File: src/rtl/mem_access_ctrl.sv
// -----------------------------------------------------------------------------
// mem_access_ctrl
//   Stalls the pipeline during data-memory accesses. It turns a level-held
//   MEM-stage load or store request into a fixed-length access to an external
//   asynchronous SRAM. Each access holds the SRAM strobes for WAIT_CYCLES
//   cycles. While a request is outstanding, ready is held low so the pipeline
//   and PC freeze.
//
// Ports
//   clk         in   1   rising-edge clock
//   rst_n       in   1   asynchronous active-low reset
//   mem_r_en    in   1   load request (held while frozen)
//   mem_w_en    in   1   store request (held while frozen); wins over mem_r_en
//   addr        in   32  byte address; data memory starts at byte 1024
//   wdata       in   32  store data
//   rdata       out  32  last completed load result (registered)
//   ready       out  1   combinational; 0 freezes pipeline registers and PC
//   sram_addr   out  18  SRAM word address (registered)
//   sram_wdata  out  32  SRAM write data (registered)
//   sram_rdata  in   32  SRAM read data
//   sram_we_n   out  1   SRAM write strobe, active-low (registered)
//   sram_oe_n   out  1   SRAM output enable, active-low (registered)
// -----------------------------------------------------------------------------
module mem_access_ctrl #(
  parameter int WAIT_CYCLES = 5
) (
  input  logic        clk,
  input  logic        rst_n,
  input  logic        mem_r_en,
  input  logic        mem_w_en,
  input  logic [31:0] addr,
  input  logic [31:0] wdata,
  output logic [31:0] rdata,
  output logic        ready,
  output logic [17:0] sram_addr,
  output logic [31:0] sram_wdata,
  input  logic [31:0] sram_rdata,
  output logic        sram_we_n,
  output logic        sram_oe_n
);

  localparam logic [3:0] LAST_CNT = 4'(WAIT_CYCLES - 1);

  typedef enum logic [1:0] {
    IDLE   = 2'd0,
    ACCESS = 2'd1,
    DONE   = 2'd2
  } state_t;

  state_t     state, state_nxt;
  logic [3:0] cnt;
  logic       op_wr;
  logic       req;
  logic       start;
  logic       last;

  // The data window starts at byte 1024, i.e. word 256. 1024 has no bits
  // below bit 2, so subtracting 256 from the word index gives the same bits
  // [19:2] as a full 32-bit subtraction. Addresses below 1024 wrap.
  function automatic logic [17:0] word_addr(input logic [17:0] byte_word);
    return byte_word - 18'd256;
  endfunction

  // Address bits outside [19:2] do not reach the SRAM.
  logic unused_addr_bits;
  assign unused_addr_bits = ^{addr[31:20], addr[1:0]};

  assign req  = mem_r_en | mem_w_en;
  assign last = (state == ACCESS) && (cnt == LAST_CNT);

  always_comb begin
    state_nxt = state;
    ready     = 1'b1;
    start     = 1'b0;
    case (state)
      IDLE: begin
        // The freeze starts in the same cycle the request appears.
        ready = ~req;
        if (req) begin
          start     = 1'b1;
          state_nxt = ACCESS;
        end
      end
      ACCESS: begin
        ready = 1'b0;
        if (last) state_nxt = DONE;
      end
      DONE: begin
        // The pipeline advances this cycle. A request still held here
        // belongs to the finished instruction, so it must not restart.
        ready     = 1'b1;
        state_nxt = IDLE;
      end
      default: state_nxt = IDLE;
    endcase
  end

  always_ff @(posedge clk or negedge rst_n) begin
    if (!rst_n) state <= IDLE;
    else        state <= state_nxt;
  end

  always_ff @(posedge clk or negedge rst_n) begin
    if (!rst_n) begin
      cnt        <= 4'd0;
      op_wr      <= 1'b0;
      rdata      <= 32'd0;
      sram_addr  <= 18'd0;
      sram_wdata <= 32'd0;
      sram_we_n  <= 1'b1;
      sram_oe_n  <= 1'b1;
    end else if (start) begin
      // Latch the operation here. Input changes during ACCESS are ignored.
      op_wr      <= mem_w_en;
      sram_addr  <= word_addr(addr[19:2]);
      sram_wdata <= wdata;
      cnt        <= 4'd0;
      sram_we_n  <= ~mem_w_en;
      sram_oe_n  <= mem_w_en;
    end else if (state == ACCESS) begin
      if (last) begin
        cnt       <= 4'd0;
        sram_we_n <= 1'b1;
        sram_oe_n <= 1'b1;
        if (!op_wr) rdata <= sram_rdata;
      end else begin
        cnt <= cnt + 4'd1;
      end
    end
  end

endmodule

File: config.mk
export PLATFORM = sky130hd
export DESIGN_NAME = mem_access_ctrl
export DESIGN_NICKNAME = d
export VERILOG_FILES = /design/src/rtl/mem_access_ctrl.sv
export SDC_FILE = /design/constraint.sdc
export NUM_CORES = 1
export LEC_CHECK = 0
export ABC_CLOCK_PERIOD_IN_PS = 2090
export CORE_ASPECT_RATIO = 1.2
export CORE_MARGIN = 2
export CORE_UTILIZATION = 40
export DETAILED_ROUTE_END_ITERATION = 6
export GPL_TIMING_DRIVEN = 0
export PLACE_DENSITY_LB_ADDON = 0.15
export SLEW_MARGIN = 20
export SYNTH_ARGS = -nofsm -noshare
export SYNTH_HDL_FRONTEND = slang
export SYNTH_SLANG_ARGS = --single-unit
File: constraint.sdc
create_clock -name clk -period 2.09 [get_ports clk]
set_input_delay 0.209 -clock clk [delete_from_list [all_inputs] [get_ports clk]]
set_output_delay 0.209 -clock clk [all_outputs]
set_load 0.005 [all_outputs]
Word level (Yosys, flattened, before mapping)
Cells that the tools add are included.
{ "word_totals": {"elab_cells": 39, "register_bits": 91} }
{ "classes": {"n_addsub": 2, "mux": 13, "reduce_logical": 7, "eq_ne": 4, "bitwise": 5} }
{ "op_table": {"columns": ["op", "count"], "rows": [
  ["$sub A18 B9 Y18 const B", 1],
  ["$mux W4", 3],
  ["$mux W1", 6],
  ["$add A4 B1 Y4 const B", 1],
  ["$eq A4 B3 Y1 const B", 1],
  ["$mux W2", 2],
  ["$ne A2 B2 Y1 const B", 2],
  ["$not A1 Y1", 4],
  ["$pmux W2 S2", 1],
  ["$reduce_and A2 Y1", 2],
  ["$reduce_and A4 Y1", 1],
  ["$reduce_bool A2 Y1", 2],
  ["$eq A2 B1 Y1 const B", 1],
  ["$logic_not A2 Y1", 1],
  ["$pmux W1 S2", 1],
  ["$logic_and A1 B1 Y1", 1],
  ["$or A1 B1 Y1", 1]
]} }

Depth between registers and ports, before layout
Gate-level depths: netlist of the first run.
{ "logic_depth": {"word_depth": 5, "depth_mapped": 6, "depth_no_buf": 5} }

Least setup slack after synthesis of the first run
OpenSTA, ideal clock, no wires.
{ "synth_path": {"kind": "flip-flop to flip-flop", "from": "register cnt[0]", "to": "register rdata[10]", "stages_incl_launch_ff": 7, "setup_slack_ns": 0.280, "arrival_time_ns": 1.685, "required_time_ns": 1.965, "setup_time_ns": 0.125, "path_cell_list": "dfrtp_1 > inv_1 > ha_1 > nand3b_1 > nor3_1 > buf_2 > mux2_2"} }
{ "synth_between": {"elab_chain_len": 3} }
{ "synth_lines": {"columns": ["item", "line_no", "source"], "rows": [
  ["start: declaration", "51", "logic [3:0] cnt;"],
  ["start signal: assignment", "127", "cnt <= cnt + 4'd1;"],
  ["$eq A4 B3 Y1", "69", "assign last = (state == ACCESS) && (cnt == LAST_CNT);"],
  ["$logic_and A1 B1 Y1", "69", null],
  ["$reduce_and A4 Y1 (no line)", null, null],
  ["end signal: assignment", "125", "if (!op_wr) rdata <= sram_rdata;"],
  ["end: declaration", "33", "output logic [31:0] rdata,"]
]} }
No other way between the ends.
A chain may end at the register's enable or synchronous reset.

Worst setup path in the final report of the first run
{ "layout_path": {"from": "register state[0]", "to": "output port ready"} }
{ "layout_between": {"elab_chain_len": 2} }
{ "layout_lines": {"columns": ["item", "line_no", "source"], "rows": [
  ["start: declaration", "50", "state_t state, state_nxt;"],
  ["start signal: assignment", "100", "else state <= state_nxt;"],
  ["$eq A2 B1 Y1 or $logic_not A2 Y1 (tied branches)", "75", "case (state)"],
  ["$pmux W1 S2 *", "75", null],
  ["end: declaration", "34", "output logic ready,"]
]} }
Mark *: on every way between the ends. The rest lies on a longest branch, timed or not.

==> impl_metrics.ini, run 1 <==
[layout]
layout_commonest_cell = clkdlybuf4s50_1
final_cell_mix = clkdlybuf4s50_1, dfrtp_1, mux2_2
final_util = 0.642
n_antenna_cell = 0
area_growth_syn_to_layout_pct = 57.9
drive_above_1_share = 0.221
fill_cells = 739
nNetsFinal = 536

[synthesis]
async_reset_ff_frac = 1.00
netlist.area_leader.share = 0.613
ys.flop_type = dfrtp_1
syn_area_mm2 = 0.00364
syn_inst = 251
ys_seq_area_frac = 0.627
synth_top_cell_by_area = dfrtp_1
synth_fp_nets = 354
synthTopCellsByArea = dfrtp_1, mux2_2, mux2_1
synth_warnings = 0
synth-seq-cells = 91
syn_area_per_cell_um2 = 14.5
synth_edf_count = 0
synth.distinct_cells = 34

[timing]
fmax_mhz = 514
grt_setup_unrepaired = true
layout_setup_ws_ns = 0.144
final.setup.tns_ns = 0
tightest_slew_ns = 0.424
finalHoldViolCount = 0
period_share = 0.931
skew_ns = 0.0120
setup_viol = 0
slew_headroom = 0.717
min_period_ns = 1.95
holdWs_ns = 0.279
maxSlewViolCount = 0

[detailed_routing]
ant_nets = 0
firstDrtPassIters = 4
initialDrtViolationCount = 91
vias = 2654
vias_per_cell = 4.76
routedWlPerCell_um = 15.1
post-route-drc-count = 0
wirelength_mm = 8.43

[worst_setup_path]
worstSetupPathType = register to output pin
max_stage_delay_ns = 0.51
worstSetupEndpointType = output pin
critPathBufInv = 1
crit_path_max_fanout = 6
crit_chain = nor3_4 > or2_2 > clkdlybuf4s50_1
crit_slowest_cell = clkdlybuf4s50_1
cp-start-kind = register
critPathArrivalTime_ns = 1.74
critPathTopFamily = buffers and inverters
worstPathRequired_ns = 1.88

[die]
pin_count = 185
fp.dieW_um = 91.0
coreArea_mm2 = 0.00894
die_height_um = 108
rows = 38
die_area_mm2 = 0.00987
initial_utilization = 0.407

[placement]
place.gp.congestion = 0.750
pre_cts_slack_ns = -0.277
dpl.hpwl_mm = 6.40
port_buffers = 170

[global_routing]
grt-busiest-layer = met2
grt_overflow = 0
grt_pass1_wl_mm = 13.7
grt_use_met1 = 0.223
grt_util_met2 = 0.293
grt_start_max_net_pins = 66
grt_usage = 0.176
first_global_vias = 2743
grtUsageMet3 = 0.0404
antenna_found_initial = 0

[clock_network]
clkSinkCount = 91
cts_tree = yes
clk_latency_ns = 0.35
htree_levels = 3
path_clk_slew_ns = 0.09
root_buffer = clkbuf_8
clockBufferDepth = 2
cts_inserted_buffers = 9

[pwr]
peakVddDrop_mv = 0.638
p_leak_uw = 0.00237
powerDensity_mw_per_mm2 = 1320

[job]
drv_cap = 0

[status]
status = completed

[min_path]
hold_class = input port to asynchronous set/reset pin
-- worst paths after layout --
| kind | from | end | slack (ns) | depth (start not counted) |
|---|---|---|---|---|
| setup / recovery | state[0] | ready | 0.14 | 3 |
| hold / removal | rst_n | rdata[22] | 0.28 | 2 |
| setup reg to reg | cnt[0] | rdata[8] | 0.18 | 6 |
| hold reg to reg | sram_addr[7] | sram_addr[7] | 0.50 | 1 |
| max in group asynchronous | rst_n | cnt[2] | 1.22 | 3 |
| min in group clk | addr[4] | sram_addr[2] | 0.45 | 2 |
-- layout make-up --
class	instances	area, µm²	area share
clock buffer	11	131	0.0229
inverter	7	26.3	0.00458
tap	120	150	0.0261
clock inverter	5	62.6	0.0109
buffer	11	55.1	0.00959
sequential	91	2280	0.397
multi-input combinational	141	1300	0.226
timing repair buffer	172	1740	0.303
-- registers in the layout, summed over array words and instances (netlist names) --
| register | count |
|---|---|
| state | 2 |
| sram_addr | 18 |
| cnt | 4 |
| sram_oe_n | 1 |
| op_wr | 1 |
| rdata | 32 |
| sram_wdata | 32 |
| sram_we_n | 1 |
-- synth_stat cells (all sizes together), types with 2 or more instances --
library cell  instances
dfrtp                89
mux2                 73
a21oi                15
buf                   9
inv                   7
or4                   6
a31oi                 5
o31ai                 4
clkbuf                3
ha                    3
nand2b                3
nor3                  3
o21ai                 3
or2                   3
xnor2                 3
a211oi                2
dfstp                 2
nand2                 2
nor2                  2
or3                   2
-- per-layer routing --
metal  wire, µm  share of wire
met5          0              0
met4        192          0.023
met3        470          0.056
met2       4160           0.49
met1       3610           0.43
-- power breakdown --
part | internal [µW] | switching [µW]
registers | 2650 | 457
logic | 2300 | 1020
clock network | 560 | 606
-- per-stage QoR --
stage / total power [µW] / instance area, µm² / cells
final: 7590 / 5740 / 558
after global routing: 8120 / 5740 / 558
after CTS: 7710 / 5740 / 559
after detailed placement: 6500 / 5520 / 542
after global placement: 6380 / 5490 / 541
after floorplan: 4340 / 3640 / 251
-- timing repair --
item,in CTS,in global routing
hold buffers,1,0
endpoints found under the setup margin,31,77
hold endpoints to repair,26,0
pin swaps,0,1
resized for setup,3,2
buffers inserted,0,0
-- cells by family after synthesis --
group,synth area share
fa+ha+maj,0.0103
xor+xnor,0.00723
flops,0.627
compound gates,0.0554
mux,0.229
buf+inv,0.0227
simple gates,0.0485
No activity file was read; power rests on OpenSTA's default activity.
==> run 2: changes to the inputs <==
--- a/config.mk
+++ b/config.mk
@@ -12,6 +12,7 @@
 export DETAILED_ROUTE_END_ITERATION = 6
 export GPL_TIMING_DRIVEN = 0
 export PLACE_DENSITY_LB_ADDON = 0.15
+export SETUP_SLACK_MARGIN = 0.15
 export SLEW_MARGIN = 20
 export SYNTH_ARGS = -nofsm -noshare
 export SYNTH_HDL_FRONTEND = slang
==> impl_metrics.ini, run 2 (synthesized netlist as in run 1, its figures left out) <==
[placement]
dpl.hpwl_mm = 6.40
port_buffers = 170
place.gp.congestion = 0.750

[detailed_routing]
routedWlPerCell_um = 15.1
firstDrtPassIters = 4
vias_per_cell = 4.77
post-route-drc-count = 0
initialDrtViolationCount = 86
ant_nets = 0
wirelength_mm = 8.52
vias = 2697

[clock_network]
clockBufferDepth = 2
clkSinkCount = 91
cts_tree = yes
cts_inserted_buffers = 9
clk_latency_ns = 0.35
htree_levels = 3
path_clk_slew_ns = 0.09
root_buffer = clkbuf_8

[min_path]
hold_class = input port to asynchronous set/reset pin

[pwr]
switching_share = 0.273
power_uw = 7650
p_leak_uw = 0.00240
p_int_uw = 5560
switchingPower_uw = 2090
peakVddDrop_mv = 0.652
pwr-share-clk = 0.152
powerDensity_mw_per_mm2 = 1310
p_seq_frac = 0.406
pwr-share-comb = 0.442

[global_routing]
grt_start_max_net_pins = 66
grt_overflow = 0
antenna_found_initial = 0
grt_pass1_wl_mm = 13.7
grt_usage = 0.177
first_global_vias = 2742

[layout]
area_growth_syn_to_layout_pct = 60.5
fill_cells = 728
reg_top3 = rdata: 32 flops, sram_wdata: 32 flops, sram_addr: 18 flops
drive_above_1_share = 0.236
nNetsFinal = 543
final_cell_mix = clkdlybuf4s50_1, dfrtp_1, mux2_2
layout_commonest_cell = clkdlybuf4s50_1
n_antenna_cell = 0

[die]
die_height_um = 108
rows = 38
initial_utilization = 0.407
coreArea_mm2 = 0.00894
die_area_mm2 = 0.00987
pin_count = 185
fp.dieW_um = 91.0

[worst_setup_path]
critPathArrivalTime_ns = 1.67
worstPathRequired_ns = 1.88
crit_path_max_fanout = 5
worstSetupPathType = register to output pin
worstSetupEndpointType = output pin
cp-start-kind = register

[timing]
setup_viol = 0
slew_headroom = 0.715
holdWs_ns = 0.278
fmax_mhz = 534
maxSlewViolCount = 0
tightest_slew_ns = 0.428
finalHoldViolCount = 0
grt_setup_unrepaired = false
skew_ns = 0.0101
min_period_ns = 1.87
period_share = 0.897

[job]
drv_cap = 0

[status]
status = completed
run 2: cell types whose count changed in the layout (fill, tap and decap cells not counted), moves of 3 or more:
cell / change
buf_4: +5
buf_6: +3
buf_2: -7
clkbuf_4: +4
run 2: repair_timing:
item,CTS,global route
hold buffers,1,0
gates resized for setup,5,17
gates cloned,0,1
endpoints found under the hold margin,26,0
endpoints found under the setup margin,68,73
pin swaps,0,2
setup buffers,0,5
run 2: stage by stage:
| step | cell area (µm²) | TNS [ns] | setup slack, ns | instances | utilization |
|---|---|---|---|---|---|
| after floorplan | 3640 | 0 | 0.280 | 251 | - |
| after global placement | 5490 | -237.50 | -2.52 | 541 | 0.614 |
| after detailed placement | 5520 | -13.80 | -0.277 | 542 | 0.617 |
| after CTS | 5740 | 0 | 0.0554 | 559 | 0.643 |
| after global routing | 5830 | 0 | 0.116 | 565 | 0.653 |
| final | 5830 | 0 | 0.216 | 565 | 0.653 |
run 2: path summary, 6_finish.rpt:
path / from / endpoint / slack, ns / cells past startpoint
worst max-delay path: state[0] / ready / 0.22 / 3
worst min-delay path: rst_n / rdata[22] / 0.28 / 2
worst max register to register: cnt[0] / rdata[25] / 0.24 / 7
worst min register to register: rdata[6] / rdata[6] / 0.49 / 1
max in group asynchronous: rst_n / sram_wdata[31] / 1.22 / 3
min in group clk: addr[3] / sram_addr[1] / 0.46 / 2
run 2: area by class of cell:
cell class | instances | area [µm²] | share of cell area
tap | 120 | 150 | 0.0257
inverter | 7 | 26.3 | 0.00450
buffer | 12 | 88.8 | 0.0152
clock inverter | 5 | 62.6 | 0.0107
clock buffer | 11 | 131 | 0.0225
multi-input combinational | 141 | 1300 | 0.222
sequential | 91 | 2280 | 0.391
timing repair buffer | 178 | 1800 | 0.308
run 2: worst max-delay path, cell delays in order (launching register included):
cell and delay [ns]:
dfrtp_2 0.46, nor3_4 0.18, or2_2 0.17, clkdlybuf4s50_1 0.51
run 2: power by group through the flow:
stage                     Sequential (µW)  Combinational [µW]  Clock, µW
final                                3110                3380       1160
after global routing                 3240                3670       1280
after CTS                            3120                3380       1210
after detailed placement             3140                3360          0
after global placement               3090                3280          0
after floorplan                      3180                1160          0
run 2: per-layer routing:
| layer | vias up | routed length (µm) | GRT usage |
|---|---|---|---|
| met1 | 1299 | 3610 | 0.224 |
| met2 | 100 | 4290 | 0.293 |
| met4 | 0 | 185 | 0.0747 |
| met3 | 13 | 439 | 0.0404 |
| met5 | - | 0 | 0 |
| li1 | 1285 | - | - |
==> run 3: changes to the inputs <==
--- a/config.mk
+++ b/config.mk
@@ -9,6 +9,7 @@
 export CORE_ASPECT_RATIO = 1.2
 export CORE_MARGIN = 2
 export CORE_UTILIZATION = 40
+export CTS_CLUSTER_DIAMETER = 100
 export DETAILED_ROUTE_END_ITERATION = 6
 export GPL_TIMING_DRIVEN = 0
 export PLACE_DENSITY_LB_ADDON = 0.15
==> results of run 3 <==
No change in the layout: final DEF, timing and power equal those of run 2.
